==> config.mk <==
export PLATFORM = sky130hd
export DESIGN_NAME = stream_fifo_flat
export DESIGN_NICKNAME = d
export VERILOG_FILES = /design/src/rtl/stream_fifo_if.sv /design/src/rtl/stream_fifo.sv /design/src/flat_wrapper.sv
export SDC_FILE = /design/constraint.sdc
export NUM_CORES = 1
export LEC_CHECK = 0
export CELL_PAD_IN_SITES_DETAIL_PLACEMENT = 1
export CELL_PAD_IN_SITES_GLOBAL_PLACEMENT = 1
export CORE_ASPECT_RATIO = 0.6
export CORE_MARGIN = 5
export CORE_UTILIZATION = 49
export CTS_CLUSTER_DIAMETER = 40
export DETAILED_ROUTE_END_ITERATION = 8
export PLACE_DENSITY_LB_ADDON = 0.2
export SLEW_MARGIN = 20
export SYNTH_ARGS = -nofsm -noshare
export SYNTH_HDL_FRONTEND = slang
export SYNTH_SLANG_ARGS = --single-unit
==> constraint.sdc <==
create_clock -name i_clk -period 3.3 [get_ports i_clk]
set_clock_uncertainty 0.15 [all_clocks]
set_input_delay 0.99 -clock i_clk [delete_from_list [all_inputs] [get_ports i_clk]]
set_output_delay 0.99 -clock i_clk [all_outputs]
set_load 0.05 [all_outputs]
==> src/rtl/stream_fifo_if.sv <==
// Valid/ready stream bundle for stream_fifo: write side, read side and fill-level status.
// The slave modport is the FIFO; the master modport is its producer/consumer environment.
interface stream_fifo_if #(
  parameter int ADDR_LENGTH = 4,
  parameter int WORD_LENGTH = 8
);
  logic [WORD_LENGTH-1:0] i_data_in;
  logic                   i_data_in_valid;
  logic                   o_ready_in;
  logic [WORD_LENGTH-1:0] o_data_out;
  logic                   o_data_out_valid;
  logic                   i_ready_out;
  logic                   o_full;
  logic                   o_empty;
  logic                   o_almost_full;
  logic                   o_almost_empty;
  logic [ADDR_LENGTH:0]   o_level;

  modport slave (
    input  i_data_in, i_data_in_valid, i_ready_out,
    output o_ready_in, o_data_out, o_data_out_valid,
    output o_full, o_empty, o_almost_full, o_almost_empty, o_level
  );

  modport master (
    output i_data_in, i_data_in_valid, i_ready_out,
    input  o_ready_in, o_data_out, o_data_out_valid,
    input  o_full, o_empty, o_almost_full, o_almost_empty, o_level
  );
endinterface

==> src/rtl/stream_fifo.sv <==
// First-word-fall-through stream FIFO, 1 word/cycle, registered output and level flags.
// Optional synchronous flush port enabled by defining STREAM_FIFO_FLUSH_EN.
module stream_fifo #(
  parameter int ADDR_LENGTH         = 4,
  parameter int WORD_LENGTH         = 8,
  parameter int ALMOST_FULL_THRESH  = (2 ** ADDR_LENGTH) - 2,
  parameter int ALMOST_EMPTY_THRESH = 2
) (
  input  logic              i_clk,
  input  logic              i_reset,
  stream_fifo_if.slave      bus
`ifdef STREAM_FIFO_FLUSH_EN
  ,
  input  logic              i_flush
`endif
);

  localparam int                     DEPTH    = 2 ** ADDR_LENGTH;
  localparam int                     LVL_W    = ADDR_LENGTH + 1;
  localparam logic [LVL_W-1:0]       DEPTH_L  = LVL_W'(DEPTH);
  localparam logic [LVL_W-1:0]       AF_L     = LVL_W'(ALMOST_FULL_THRESH);
  localparam logic [LVL_W-1:0]       AE_L     = LVL_W'(ALMOST_EMPTY_THRESH);
  localparam logic [LVL_W-1:0]       LVL_ONE  = LVL_W'(1);
  localparam logic [ADDR_LENGTH-1:0] PTR_ONE  = ADDR_LENGTH'(1);

  if (ALMOST_FULL_THRESH < 0 || ALMOST_FULL_THRESH > DEPTH ||
      ALMOST_EMPTY_THRESH < 0 || ALMOST_EMPTY_THRESH > DEPTH) begin : g_bad_thresh
    $error("stream_fifo: almost-full/almost-empty threshold outside 0..DEPTH");
  end

  // Storage behind the output register; the output register counts toward o_level.
  logic [WORD_LENGTH-1:0] mem_q [DEPTH];
  logic                   mem_we;

  logic [ADDR_LENGTH-1:0] wr_ptr_q, wr_ptr_d, rd_ptr_q, rd_ptr_d;
  logic [LVL_W-1:0]       level_q, level_d, mem_count;
  logic [WORD_LENGTH-1:0] data_q, data_d;
  logic                   valid_q, valid_d;
  logic                   full_q, full_d, empty_q, empty_d;
  logic                   afull_q, afull_d, aempty_q, aempty_d;
  logic                   ready_in, push, pop, flush;

`ifdef STREAM_FIFO_FLUSH_EN
  assign flush = i_flush;
`else
  assign flush = 1'b0;
`endif

  // Ready comes from registered state and reset only, never from i_ready_out.
  assign ready_in  = !full_q && !i_reset;
  assign push      = bus.i_data_in_valid && ready_in;
  assign pop       = valid_q && bus.i_ready_out;
  assign mem_count = level_q - {{ADDR_LENGTH{1'b0}}, valid_q};

  always_comb begin
    // NOTE: every always_comb output gets a default first so no path can infer a latch.
    wr_ptr_d = wr_ptr_q;
    rd_ptr_d = rd_ptr_q;
    level_d  = level_q;
    data_d   = data_q;
    valid_d  = valid_q;
    mem_we   = 1'b0;

    if (pop) begin
      if (mem_count != '0) begin
        data_d   = mem_q[rd_ptr_q];
        rd_ptr_d = rd_ptr_q + PTR_ONE;
      end else begin
        valid_d  = 1'b0;
      end
    end

    // A word bypasses storage when nothing is queued ahead of it in memory.
    if (push) begin
      if (!valid_q || (pop && mem_count == '0)) begin
        data_d  = bus.i_data_in;
        valid_d = 1'b1;
      end else begin
        mem_we   = 1'b1;
        wr_ptr_d = wr_ptr_q + PTR_ONE;
      end
    end

    if (push && !pop)      level_d = level_q + LVL_ONE;
    else if (pop && !push) level_d = level_q - LVL_ONE;

    // Flush discards contents like reset but keeps the last output word visible.
    if (flush) begin
      wr_ptr_d = '0;
      rd_ptr_d = '0;
      level_d  = '0;
      valid_d  = 1'b0;
      data_d   = data_q;
      mem_we   = 1'b0;
    end

    full_d   = (level_d == DEPTH_L);
    empty_d  = (level_d == '0);
    afull_d  = (level_d >= AF_L);
    aempty_d = (level_d <= AE_L);
  end

  // NOTE: state flops use non-blocking assignments so every flop samples pre-edge values.
  always_ff @(posedge i_clk) begin
    if (i_reset) begin
      wr_ptr_q <= '0;
      rd_ptr_q <= '0;
      level_q  <= '0;
      data_q   <= '0;
      valid_q  <= 1'b0;
      full_q   <= 1'b0;
      empty_q  <= 1'b1;
      afull_q  <= 1'b0;
      aempty_q <= 1'b1;
    end else begin
      wr_ptr_q <= wr_ptr_d;
      rd_ptr_q <= rd_ptr_d;
      level_q  <= level_d;
      data_q   <= data_d;
      valid_q  <= valid_d;
      full_q   <= full_d;
      empty_q  <= empty_d;
      afull_q  <= afull_d;
      aempty_q <= aempty_d;
    end
  end

  // NOTE: the storage array has no reset; the level and pointers define which entries are live.
  always_ff @(posedge i_clk) begin
    if (mem_we) mem_q[wr_ptr_q] <= bus.i_data_in;
  end

  assign bus.o_ready_in       = ready_in;
  assign bus.o_data_out       = data_q;
  assign bus.o_data_out_valid = valid_q;
  assign bus.o_full           = full_q;
  assign bus.o_empty          = empty_q;
  assign bus.o_almost_full    = afull_q;
  assign bus.o_almost_empty   = aempty_q;
  assign bus.o_level          = level_q;

endmodule
==> src/flat_wrapper.sv <==
// flat-port wrapper written by rule: the top's interface ports become plain ports
module stream_fifo_flat 
#(
  parameter int ADDR_LENGTH         = 4,
  parameter int WORD_LENGTH         = 8,
  parameter int ALMOST_FULL_THRESH  = (2 ** ADDR_LENGTH) - 2,
  parameter int ALMOST_EMPTY_THRESH = 2
)
  (i_clk, i_reset, bus_i_data_in, bus_i_data_in_valid, bus_i_ready_out, bus_o_ready_in, bus_o_data_out, bus_o_data_out_valid, bus_o_full, bus_o_empty, bus_o_almost_full, bus_o_almost_empty, bus_o_level);
  stream_fifo_if #(.ADDR_LENGTH(ADDR_LENGTH), .WORD_LENGTH(WORD_LENGTH)) bus_i ();
  input  logic i_clk;
  input  logic i_reset;
  input wire logic [$bits(bus_i.i_data_in)-1:0] bus_i_data_in;
  input wire logic [$bits(bus_i.i_data_in_valid)-1:0] bus_i_data_in_valid;
  input wire logic [$bits(bus_i.i_ready_out)-1:0] bus_i_ready_out;
  output wire logic [$bits(bus_i.o_ready_in)-1:0] bus_o_ready_in;
  output wire logic [$bits(bus_i.o_data_out)-1:0] bus_o_data_out;
  output wire logic [$bits(bus_i.o_data_out_valid)-1:0] bus_o_data_out_valid;
  output wire logic [$bits(bus_i.o_full)-1:0] bus_o_full;
  output wire logic [$bits(bus_i.o_empty)-1:0] bus_o_empty;
  output wire logic [$bits(bus_i.o_almost_full)-1:0] bus_o_almost_full;
  output wire logic [$bits(bus_i.o_almost_empty)-1:0] bus_o_almost_empty;
  output wire logic [$bits(bus_i.o_level)-1:0] bus_o_level;
  assign bus_i.i_data_in = bus_i_data_in;
  assign bus_i.i_data_in_valid = bus_i_data_in_valid;
  assign bus_i.i_ready_out = bus_i_ready_out;
  assign bus_o_ready_in = bus_i.o_ready_in;
  assign bus_o_data_out = bus_i.o_data_out;
  assign bus_o_data_out_valid = bus_i.o_data_out_valid;
  assign bus_o_full = bus_i.o_full;
  assign bus_o_empty = bus_i.o_empty;
  assign bus_o_almost_full = bus_i.o_almost_full;
  assign bus_o_almost_empty = bus_i.o_almost_empty;
  assign bus_o_level = bus_i.o_level;
  stream_fifo #(.ADDR_LENGTH(ADDR_LENGTH), .WORD_LENGTH(WORD_LENGTH), .ALMOST_FULL_THRESH(ALMOST_FULL_THRESH), .ALMOST_EMPTY_THRESH(ALMOST_EMPTY_THRESH)) u_core (.i_clk(i_clk), .i_reset(i_reset), .bus(bus_i));
endmodule
==> flow_metrics.tcl <==
set metrics [dict create \
    outcome "finished clean" \
    drc 0 \
    fin_hold_ws_ps 372 \
    pwr-share-seq_pct 44.2 \
    fin_ws_ps 85.7 \
    finalCritPeriodShare_pct 97.4 \
    r2r_start "u_core.bus.o_level[0]" \
    areaGrowthSynthToFinish_pct 19.7 \
    rows 32 \
    fp.dieH_um 99.3 \
    grt_overflow 0 \
    synth-seq-cells 158 \
    r2r-end "u_core.mem_q[2][3]" \
    cts.hold.buffers_added 0 \
    coreArea_mm2 0.0129 \
    setup-tns-final_ps 0 \
    n_antenna_cell 0 \
    vias 3779 \
    cts_sinks 158 \
    hold_path.class "reg2reg" \
    gp_congestion 0.829 \
    slew_headroom_pct 46.7 \
    leakage_uw 0.00261 \
    grt_max_degree 33 \
    period_needed_ps 3210 \
    whs_path_depth 2 \
    layout-drive-gt1-share_pct 24.3 \
    crit_chain "clkdlybuf4s50_1 > buf_4 > nor2_1 > buf_12" \
    grt_pass1_wl_um 25500 \
    insertion_delay_ps 420 \
    drtIter0Drc 322 \
    ir_drop_mv 0.351 \
    die_w_um 159 \
    track_usage_pct 21.7 \
    comb_power_share_pct 17.2 \
    p_int_uw 3710 \
    synth-async-reset-ratio_pct 0 \
    min_from "u_core.bus.o_data_out[5]" \
    final.fill_count 1183 \
    syn-cell-area_mm2 0.00652 \
    syn-num-nets 412 \
    pin_count 31 \
    critPathKind "in2out" \
    power.switching_uw 1460 \
    pwr-share-clk_pct 38.7 \
    reg2reg_slack_ps 350 \
    routedWlPerCell_um 25.5 \
    cts-resized-gates 0 \
    post_cts_buffers 0 \
    synth_top_cell_by_area "edfxtp_1" \
    vias_per_cell 5.91 \
    cts_inserted_buffers 17 \
    antenna_found_initial 0 \
    syn_inst 392 \
    dr.pass1.iters 4 \
    setup_violations 0 \
    worstSetupEndpointType "output pin" \
    synth_top_cell_area_share_pct 59.0 \
    path_max_fanout 10 \
    max_stage_delay_ps 470 \
    worstMarginPinSlew_ps 797 \
    synth.avg_cell_area_um2 16.6 \
    multiInputGateArea_mm2 0.00190 \
    ff_latch_area_mm2 0.00445 \
    nets 476 \
    max_freq_ghz 0.311 \
    crit_required_ps 2160 \
    critPathArrivalTime_ps 2070 \
    finalHoldViolCount 0 \
    clk_pin_slew_ps 70 \
    wirelength_um 16300 \
    dpl.hpwl_um 11200 \
    yosysWarnings 0 \
    netlist_top_cells_area "edfxtp_1 59%, mux4_2 11%, dfxtp_1 9.2%" \
    die_area_mm2 0.0158 \
    utilization_pct 60.3 \
    port_buffers 30 \
    clockBufferDepth 2 \
    initial_utilization_pct 50.4 \
    whs_endpoint "u_core.bus.o_data_out[5]" \
    ctsHtreeMaxLevel 4 \
    yosysSeqAreaShare_pct 68.2 \
    dpl_worst_slack_ps 51.0 \
    grt_setup_unrepaired "no" \
    p_per_area_mw_per_mm2 663 \
    drtAntennaViolNets 0 \
    r2r_cells 8 \
    synth_ff_type "edfxtp_1" \
    root_buffer "clkbuf_16" \
    cts_tree "built" \
    sw_frac_of_total_pct 28.2 \
    first_global_vias 4133 \
    drv_cap 0 \
    ys_types 58 \
    worstSetupStartpointType "primary input" \
    critPathSlowestCell "clkdlybuf4s50_1" \
    finalMaxSlewViolations 0 \
    synth_edf_count 128 \
]
## state kept, by name (all words and copies together), names as in the netlist, named ones only
name and count:
u_core.bus.o_data_out 8, u_core.wr_ptr_q 4, u_core.bus.o_almost_empty 1, u_core.bus.o_data_out_valid 1, u_core.bus.o_empty 1, u_core.rd_ptr_q 4
u_core.bus.o_almost_full 1, u_core.mem_q 128, u_core.bus.o_level 5, u_core.bus.o_full 1
## through the flow
step | cell area [um2] | power (uW) | std cells
after floorplan | 6520 | 2900 | 392
after global placement | 7200 | 3170 | 607
after detailed placement | 7200 | 3210 | 607
after CTS | 7800 | 5210 | 639
after global routing | 7800 | 5370 | 639
final | 7800 | 5170 | 639
## layout by cell type, fill, tap and decap left out, types with 6 or more instances in the layout
cell / count
a211oi_1: 9
a22o_1: 7
buf_4: 33
clkbuf_16: 17
clkdlybuf4s50_1: 29
dfxtp_1: 29
edfxtp_1: 128
ha_1: 8
inv_1: 15
mux2i_1: 6
mux4_2: 32
nand2_1: 12
nor2_1: 37
xnor2_1: 7
## worst max-delay path, delay by kind of cell
kind,cells,cell delay (ps)
buf+inv,3,850
simple gates,1,230
## cell families after synthesis
| group | Yosys count | synth area share [%] |
|---|---|---|
| compound gates | 57 | 7.47 |
| xor+xnor | 10 | 1.34 |
| fa+ha+maj | 8 | 1.54 |
| buf+inv | 34 | 2.57 |
| flops | 158 | 68.2 |
| mux | 39 | 12.2 |
| simple gates | 86 | 6.72 |
## cells in the mapped netlist, types with 2 or more instances
| cell | count |
|---|---|
| buf_2 | 6 |
| nor4_1 | 2 |
| mux4_2 | 32 |
| a211oi_1 | 9 |
| ha_1 | 8 |
| nand2_1 | 12 |
| nand4_1 | 4 |
| o41ai_1 | 2 |
| buf_6 | 2 |
| nand2b_1 | 3 |
| a22o_1 | 7 |
| nor3_1 | 5 |
| a221o_2 | 2 |
| buf_4 | 2 |
| inv_1 | 15 |
| nand3_1 | 5 |
| a31o_2 | 3 |
| buf_1 | 2 |
| nor2_1 | 37 |
| o21ai_0 | 4 |
| edfxtp_1 | 128 |
| o211ai_1 | 3 |
| a41o_1 | 2 |
| a21oi_1 | 2 |
| and3_1 | 4 |
| and2_1 | 3 |
| xor2_1 | 3 |
| clkbuf_1 | 6 |
| nor2b_1 | 4 |
| dfxtp_1 | 30 |
| xnor2_1 | 7 |
| a22oi_1 | 4 |
| a21boi_0 | 2 |
| o221ai_1 | 3 |
| mux2i_1 | 6 |
## per-layer routing
layer	wire, um	GRT usage [%]
met5	0	0
met1	7790	32.7
met3	913	5.05
met2	7440	32.6
met4	166	4.46
## cell type report
type                       count  share of cell area, %
clock buffer                  17                   5.45
clock inverter                15                   2.26
inverter                      15                  0.722
multi-input combinational    200                   24.4
sequential                   158                   57.0
tap                          170                   2.73
timing repair buffer          64                   7.41
## worst max path at each step
stage / slack [ps] / endpoint / startpoint / depth (start not counted)
after floorplan: 110 / bus_o_ready_in / i_reset / 3
after global placement: 100 / bus_o_ready_in / i_reset / 4
after detailed placement: 50 / u_core.bus.o_data_out[4] / i_reset / 6
after CTS: 80 / bus_o_ready_in / i_reset / 4
after global routing: 50 / bus_o_ready_in / i_reset / 4
final: 90 / bus_o_ready_in / i_reset / 4
## power groups by stage
stage / sequential (uW) / combinational (uW) / clock (uW)
after detailed placement: 2320 / 882 / 0
final: 2280 / 888 / 2000
after global placement: 2320 / 854 / 0
after floorplan: 2460 / 441 / 0
after global routing: 2290 / 949 / 2140
after CTS: 2280 / 892 / 2030
No activity file was read; power rests on OpenSTA's default activity.
